==> src/rtl/tdi_sim_trig_gen.sv <==
// Simulated TDI line-trigger source: one trigger per line period for the valid
// lines of each track, idle gap lines to the track length, repeated per track.
module tdi_sim_trig_gen #(
    parameter int unsigned TDI_sim_CLK = 200_000_000,
    parameter int unsigned TRIG_period = TDI_sim_CLK / 1_000_000,
    parameter int unsigned TRACK_CNT_W = 16
) (
    input  logic                   clk,
    input  logic                   rst,
    input  logic                   sim_en,
    input  logic [31:0]            sim_track_valid_line_cnt,
    input  logic [31:0]            sim_track_total_line_cnt,
    input  logic [TRACK_CNT_W-1:0] sim_track_num,
    input  logic                   INFO_fifo_prog_full,
    output logic                   TDI_trigger,
    output logic                   track_tlast,
    output logic [31:0]            line_idx,
    output logic [TRACK_CNT_W-1:0] track_idx,
    output logic                   busy,
    output logic                   done,
    output logic [31:0]            stall_cnt
);

    localparam int unsigned PW = $clog2(TRIG_period);
    localparam logic [PW-1:0] PERIOD_LAST = PW'(TRIG_period - 1);

    typedef enum logic [1:0] {IDLE, RUN, DONE} state_t;

    state_t                 state;
    state_t                 state_nxt;
    logic                   sim_en_q;
    logic [31:0]            cfg_v;
    logic [31:0]            cfg_t;
    logic [TRACK_CNT_W-1:0] cfg_n;
    logic [PW-1:0]          period_cnt;

    logic                   start_c;
    logic                   tick_c;
    logic                   valid_line_c;
    logic                   fire_c;
    logic                   stall_c;
    logic                   advance_c;
    logic                   last_line_c;
    logic                   final_c;
    logic [31:0]            total_c;

    logic                   trigger_d;
    logic                   tlast_d;
    logic                   busy_d;
    logic                   done_d;

    // Line-tick decode; an sim_en drop in RUN suppresses everything this cycle.
    assign start_c      = sim_en & ~sim_en_q;
    assign tick_c       = (state == RUN) & sim_en & (period_cnt == PERIOD_LAST);
    assign valid_line_c = (line_idx < cfg_v);
    assign fire_c       = tick_c & valid_line_c & ~INFO_fifo_prog_full;
    assign stall_c      = tick_c & valid_line_c & INFO_fifo_prog_full;
    assign advance_c    = fire_c | (tick_c & ~valid_line_c);
    assign last_line_c  = (line_idx == cfg_t - 32'd1);
    assign final_c      = advance_c & last_line_c & (cfg_n != '0) &
                          (track_idx == cfg_n - TRACK_CNT_W'(1));

    // Track length clamps to at least the valid count and at least one line.
    always_comb begin
        total_c = sim_track_total_line_cnt;
        if (sim_track_valid_line_cnt > total_c) begin
            total_c = sim_track_valid_line_cnt;
        end
        if (total_c == 32'd0) begin
            total_c = 32'd1;
        end
    end

    always_ff @(posedge clk) begin
        if (rst) begin
            state <= IDLE;
        end else begin
            state <= state_nxt;
        end
    end

    always_comb begin
        state_nxt = state;
        case (state)
            IDLE: if (start_c) state_nxt = RUN;
            RUN: begin
                if (!sim_en) begin
                    state_nxt = IDLE;
                end else if (final_c) begin
                    state_nxt = DONE;
                end
            end
            DONE:    state_nxt = IDLE;
            default: state_nxt = IDLE;
        endcase
    end

    always_comb begin
        trigger_d = fire_c;
        tlast_d   = fire_c & (line_idx == cfg_v - 32'd1);
        done_d    = (state == RUN) & (state_nxt == DONE);
        busy_d    = (state_nxt == RUN);
    end

    always_ff @(posedge clk) begin
        if (rst) begin
            TDI_trigger <= 1'b0;
            track_tlast <= 1'b0;
            busy        <= 1'b0;
            done        <= 1'b0;
        end else begin
            TDI_trigger <= trigger_d;
            track_tlast <= tlast_d;
            busy        <= busy_d;
            done        <= done_d;
        end
    end

    // Config latch, period/line/track counters and saturating stall counter.
    always_ff @(posedge clk) begin
        if (rst) begin
            sim_en_q   <= 1'b0;
            cfg_v      <= '0;
            cfg_t      <= '0;
            cfg_n      <= '0;
            period_cnt <= '0;
            line_idx   <= '0;
            track_idx  <= '0;
            stall_cnt  <= '0;
        end else begin
            sim_en_q <= sim_en;
            if (state == IDLE && start_c) begin
                cfg_v      <= sim_track_valid_line_cnt;
                cfg_t      <= total_c;
                cfg_n      <= sim_track_num;
                period_cnt <= '0;
                line_idx   <= '0;
                track_idx  <= '0;
                stall_cnt  <= '0;
            end else if (state == RUN && sim_en) begin
                if (period_cnt != PERIOD_LAST) begin
                    period_cnt <= period_cnt + PW'(1);
                end else if (!stall_c) begin
                    period_cnt <= '0;
                end
                if (stall_c && stall_cnt != 32'hFFFF_FFFF) begin
                    stall_cnt <= stall_cnt + 32'd1;
                end
                if (advance_c) begin
                    if (last_line_c) begin
                        line_idx  <= '0;
                        track_idx <= track_idx + TRACK_CNT_W'(1);
                    end else begin
                        line_idx <= line_idx + 32'd1;
                    end
                end
            end
        end
    end

endmodule

==> config.mk <==
export PLATFORM = sky130hd
export DESIGN_NAME = tdi_sim_trig_gen
export DESIGN_NICKNAME = d
export VERILOG_FILES = /design/src/rtl/tdi_sim_trig_gen.sv
export SDC_FILE = /design/constraint.sdc
export NUM_CORES = 1
export LEC_CHECK = 0
export BUFFER_PORTS_ARGS = -buffer_cell sky130_fd_sc_hd__buf_2
export CAP_MARGIN = 25
export CORE_AREA = 2 2 167 169
export CTS_BUF_LIST = sky130_fd_sc_hd__clkbuf_16
export CTS_CLUSTER_DIAMETER = 120
export DETAILED_ROUTE_END_ITERATION = 6
export DIE_AREA = 0 0 169 171
export HOLD_SLACK_MARGIN = 0.03
export PLACE_DENSITY = 0.79
export SLEW_MARGIN = 20
export SYNTH_ARGS = -nofsm -noshare
export SYNTH_HDL_FRONTEND = slang
export SYNTH_SLANG_ARGS = --single-unit
==> constraint.sdc <==
create_clock -name clk -period 3.4 [get_ports clk]
set_input_delay 0.68 -clock clk [delete_from_list [all_inputs] [get_ports clk]]
set_output_delay 0.68 -clock clk [all_outputs]
set_load 0.05 [all_outputs]
==> Implementation_results.wiki <==
{| class="wikitable"
! Metric !! Value
|-
| Sequential power share || 0.387
|-
| Clock tree root buffer cell || sky130_fd_sc_hd__clkbuf_16
|-
| Final Hold Slack || 0.4653 ns
|-
| Most numerous cell on the critical path || sky130_fd_sc_hd__or4_1
|-
| Classification of the worst-slack hold path || in -> reg
|-
| Number of antenna repair diodes || 0
|-
| Proportion of power drawn by the clock network || 0.352
|-
| Reg2Reg Depth || 9
|-
| Ratio of total power to cell area || 369.2 nW/um^2
|-
| Leftover overflow at the end of global routing || 0
|-
| Hold depth || 3
|-
| Count of final max-slew check failures || 0
|-
| Sequential area share after synthesis || 0.2914
|-
| Placed Cells || 2151
|-
| Clock buffers created by TritonCTS || 17
|-
| Worst EP arrival || 3.82 ns
|-
| Placement-stage worst setup slack || -0.1465 ns
|-
| Post-DP HPWL || 29420 microns
|-
| Area growth syn-to-layout || 27.73%
|-
| Clock transition at the registers of the reported paths || 0.07 ns
|-
| Wire length of the first global-routing pass || 60860 microns
|-
| Pin count of the biggest net entering global routing || 112
|-
| Violations in the final reports || setup timing
|-
| Placed standard-cell area || 14220 sq um
|-
| Overall power || 5.669 mW
|-
| Proportion of layout cells with a drive suffix above 1 || 0.2449
|-
| Max Root-Sink Buffers || 2
|-
| Internal power consumption || 3.832 mW
|-
| Post-route cell area || 15350 sq um
|-
| Drt via density || 5.694
|-
| Synthesized netlist net count || 1715
|-
| Worst IR drop on VDD || 381.7 uV
|-
| Die extent in y || 171 microns
|-
| Maximum clock skew at final layout || 0.01299 ns
|-
| Required @ worst endpoint || 3.77 ns
|-
| Run status || complete, but fails checks
|-
| Minimum clock period after layout || 3.447 ns
|-
| Primary FF master, synth || sky130_fd_sc_hd__dfxtp_1
|-
| Rel. slew slack || 0.3669
|-
| Clock sink total || 175
|-
| Total global-route track usage || 0.2650
|-
| Combinational family with the most area after synthesis || simple AND/OR/NAND/NOR gates
|-
| Final wirelength || 39050 microns
|-
| Total core area || 27320 sq um
|-
| Synthesized netlist cell count || 1560
|-
| Synthesized area || 12020 sq um
|-
| Final worst slack || -0.04653 ns
|-
| Worst-Skew Late Latency || 0.45 ns
|-
| Number of max-cap violations || 0
|-
| Hold Buf Count CTS || 0
|-
| Buffering stage count on the worst path with inverters included || 0
|-
| Synth warn || 0
|-
| Vias in the first global route || 11.99k
|-
| Boundary Pins || 168
|-
| Setup total negative slack || -0.2036 ns
|-
| Starting density of the core || 0.4400
|-
| Ys async rst share || 0
|-
| Transition time of the tightest slew-check pin || 0.9496 ns
|-
| Die outline width || 169 microns
|-
| Type of origin of the critical path || register
|-
| Switching portion of total power || 0.3241
|-
| Peak clock frequency supported by timing || 0.2901 GHz
|-
| Post-synthesis share of cell area spent on xor and xnor gates || 0.1149
|-
| EDFF count, synth || 0
|-
| CTS tree || yes
|-
| Slowest Stage Delay on Critical Path || 0.54 ns
|-
| Post-Synth Adder-Cell Area || 0.07390
|-
| Fill cells || 2478
|-
| Worst-path maximum fanout || 8
|-
| Kind of capture point of the worst setup path || register
|-
| Leakage power total || 6.617 nW
|-
| First-iteration detailed-routing DRC count || 962
|-
| Initial antenna violation count || 0
|-
| Setup repair after global routing missed its margin || true
|-
| Share of cell area taken by muxes after synthesis || 0.03695
|-
| Number of nets in the layout || 2012
|-
| Simple-gate area share of the yosys netlist || 0.2831
|-
| Unique cell type count in the Yosys netlist || 72
|-
| Share of the cycle needed by the critical path after routing || 1.014
|-
| Share of the core filled with cells || 0.5620
|-
| Vias after detailed routing || 12.62k
|-
| Overall die area || 28900 sq um
|-
| Setup violations, final || 9
|-
| Drt pass-1 iters || 7
|-
| Crit. path cell count || 9
|-
| Critical Path, Cell by Cell || or3b_2, or4_1, a2bb2oi_2, nand3_1, nor4_1, nand4_1, or3_4, or4_1, a21oi_1
|-
| Total of buffers placed on input and output ports || 167
|-
| Number of hold violations in the final report || 0
|-
| Number of H-tree branching levels || 4
|-
| Gp weighted congestion || 0.9468
|-
| Number of rows created at floorplan || 61
|-
| Post-layout instance count excluding filler cells || 2216
|-
| Mean area per synthesized cell || 7.706 sq um
|-
| ANT nets after route || 0
|-
| Switching power summed over all nets || 1.837 mW
|-
| Routed wire per std cell || 17.62 microns
|-
| Flop and latch count out of synthesis || 175
|-
| Remaining design rule violation count || 0
|-
| Kind of critical path || reg -> reg
|-
| Complex-gate fraction of the synthesized area || 0.1453
|-
| Slowest-stage cell, CP || sky130_fd_sc_hd__or4_1
|-
| Relative contribution of combinational cells to total power || 0.261
|-
| CP delay by family, top || simple AND/OR/NAND/NOR gates
|}
==> power groups by stage <==
stage          combinational [mW]  sequential, mW  clock (mW)
3_3_place_gp                 1.28            2.23           0
5_1_grt                      1.61            2.20        2.09
3_5_place_dp                 1.31            2.24           0
2_1_floorplan               0.817            2.24           0
6_report                     1.48            2.19        2.00
4_1_cts                      1.40            2.19        2.01
==> final timing paths <==
path                               start                   endpoint  slack [ns]
setup / recovery  cfg_t[21]$_SDFFE_PP0P_  track_idx[7]$_SDFFE_PP0P_       -0.05
hold / removal          sim_track_num[5]      cfg_n[5]$_SDFFE_PP0P_        0.47
setup reg to reg  cfg_t[21]$_SDFFE_PP0P_  track_idx[7]$_SDFFE_PP0P_       -0.05
hold reg to reg   cfg_n[15]$_SDFFE_PP0P_     cfg_n[15]$_SDFFE_PP0P_        0.50
==> worst reg2reg max path, delay by kind of cell (launching register included) <==
| kind | cells | cell delay [ns] |
|---|---|---|
| DFF | 1 | 0.36 |
| and+or+nand+nor | 7 | 2.71 |
| AOI/OAI and AO/OA | 2 | 0.31 |
==> logic make-up (layout without fill, tap and decap cells) <==
family,count (synthesis),count (layout)
compound gates,273,273
simple gates,669,669
buf+inv,172,482
fa+ha+maj,71,71
flops,175,175
mux,44,44
xor+xnor,156,156
==> repair_timing <==
action,in CTS,in global routing
setup buffers,26,3
pin swaps,9,30
gates cloned,0,4
setup endpoints to repair,48,76
gates resized for setup,27,34
==> metal layers <==
metal	global-route usage	vias up	wire, microns
met5	0	-	0
met4	0.1356	0	1987
met3	0.04164	118	2331
met2	0.4761	449	18920
met1	0.3050	5911	15810
li1	-	6139	-
==> layout make-up <==
type	instances	area, sq um	share of cell area
tap	346	432.9	0.02819
inverter	95	356.6	0.02322
sequential	175	3512	0.2287
timing repair buffer	355	2352	0.1532
multi-input combinational	1213	8124	0.5291
clock buffer	17	425.4	0.02771
clock inverter	15	151.4	0.009860
==> synthesized netlist by cell type, types with 5 or more instances <==
cell type / instances / area [sq um]
sky130_fd_sc_hd__o211ai_1: 8 / 60.06
sky130_fd_sc_hd__or2_2: 5 / 31.28
sky130_fd_sc_hd__and3_1: 25 / 156.4
sky130_fd_sc_hd__inv_1: 95 / 356.6
sky130_fd_sc_hd__nand4_1: 57 / 356.6
sky130_fd_sc_hd__nand3b_1: 6 / 45.04
sky130_fd_sc_hd__xor2_1: 71 / 621.9
sky130_fd_sc_hd__nand3_1: 54 / 270.3
sky130_fd_sc_hd__nand2b_1: 12 / 75.07
sky130_fd_sc_hd__mux2i_1: 41 / 410.4
sky130_fd_sc_hd__ha_1: 71 / 888.4
sky130_fd_sc_hd__and2_1: 12 / 75.07
sky130_fd_sc_hd__a31oi_1: 8 / 50.05
sky130_fd_sc_hd__a22oi_1: 6 / 45.04
sky130_fd_sc_hd__xnor2_1: 84 / 735.7
sky130_fd_sc_hd__dfxtp_1: 175 / 3503
sky130_fd_sc_hd__clkbuf_1: 69 / 259.0
sky130_fd_sc_hd__a21o_1: 17 / 127.6
sky130_fd_sc_hd__o31ai_1: 7 / 52.55
sky130_fd_sc_hd__nor2b_1: 16 / 100.1
sky130_fd_sc_hd__o21ai_0: 40 / 200.2
sky130_fd_sc_hd__or3_1: 20 / 125.1
sky130_fd_sc_hd__or4_1: 18 / 135.1
sky130_fd_sc_hd__a21oi_1: 98 / 490.5
sky130_fd_sc_hd__nand2_1: 161 / 604.3
sky130_fd_sc_hd__nor2_1: 169 / 634.4
sky130_fd_sc_hd__a211oi_1: 41 / 307.8
sky130_fd_sc_hd__and4_1: 7 / 61.31
sky130_fd_sc_hd__nor4_1: 43 / 269.0
sky130_fd_sc_hd__o21a_1: 6 / 45.04
sky130_fd_sc_hd__buf_2: 7 / 35.03
sky130_fd_sc_hd__nor3_1: 38 / 190.2
==> placed cells by master (no fill, tap or decap), drive strengths merged, types with 16 or more instances in the layout <==
| master | netlist | layout |
|---|---|---|
| mux2i | 41 | 41 |
| xnor2 | 84 | 84 |
| a21o | 17 | 17 |
| nand4 | 57 | 57 |
| or3 | 21 | 21 |
| and3 | 25 | 25 |
| buf | 8 | 353 |
| nand3 | 54 | 54 |
| clkbuf | 69 | 19 |
| a21oi | 98 | 98 |
| inv | 95 | 102 |
| ha | 71 | 71 |
| nor4 | 46 | 46 |
| dfxtp | 175 | 175 |
| nand2 | 161 | 161 |
| nor3 | 38 | 38 |
| a211oi | 41 | 41 |
| o21ai | 42 | 42 |
| nor2b | 16 | 16 |
| xor2 | 71 | 71 |
| or4 | 18 | 18 |
| nor2 | 169 | 169 |
==> flip-flops by register name (all words and copies together), names as in the netlist, 2 cells and up <==
register / flops
stall_cnt: 32
period_cnt: 8
cfg_n: 16
line_idx: 32
cfg_t: 32
state: 2
cfg_v: 32
track_idx: 16
Power figures use the tool's default switching activity.
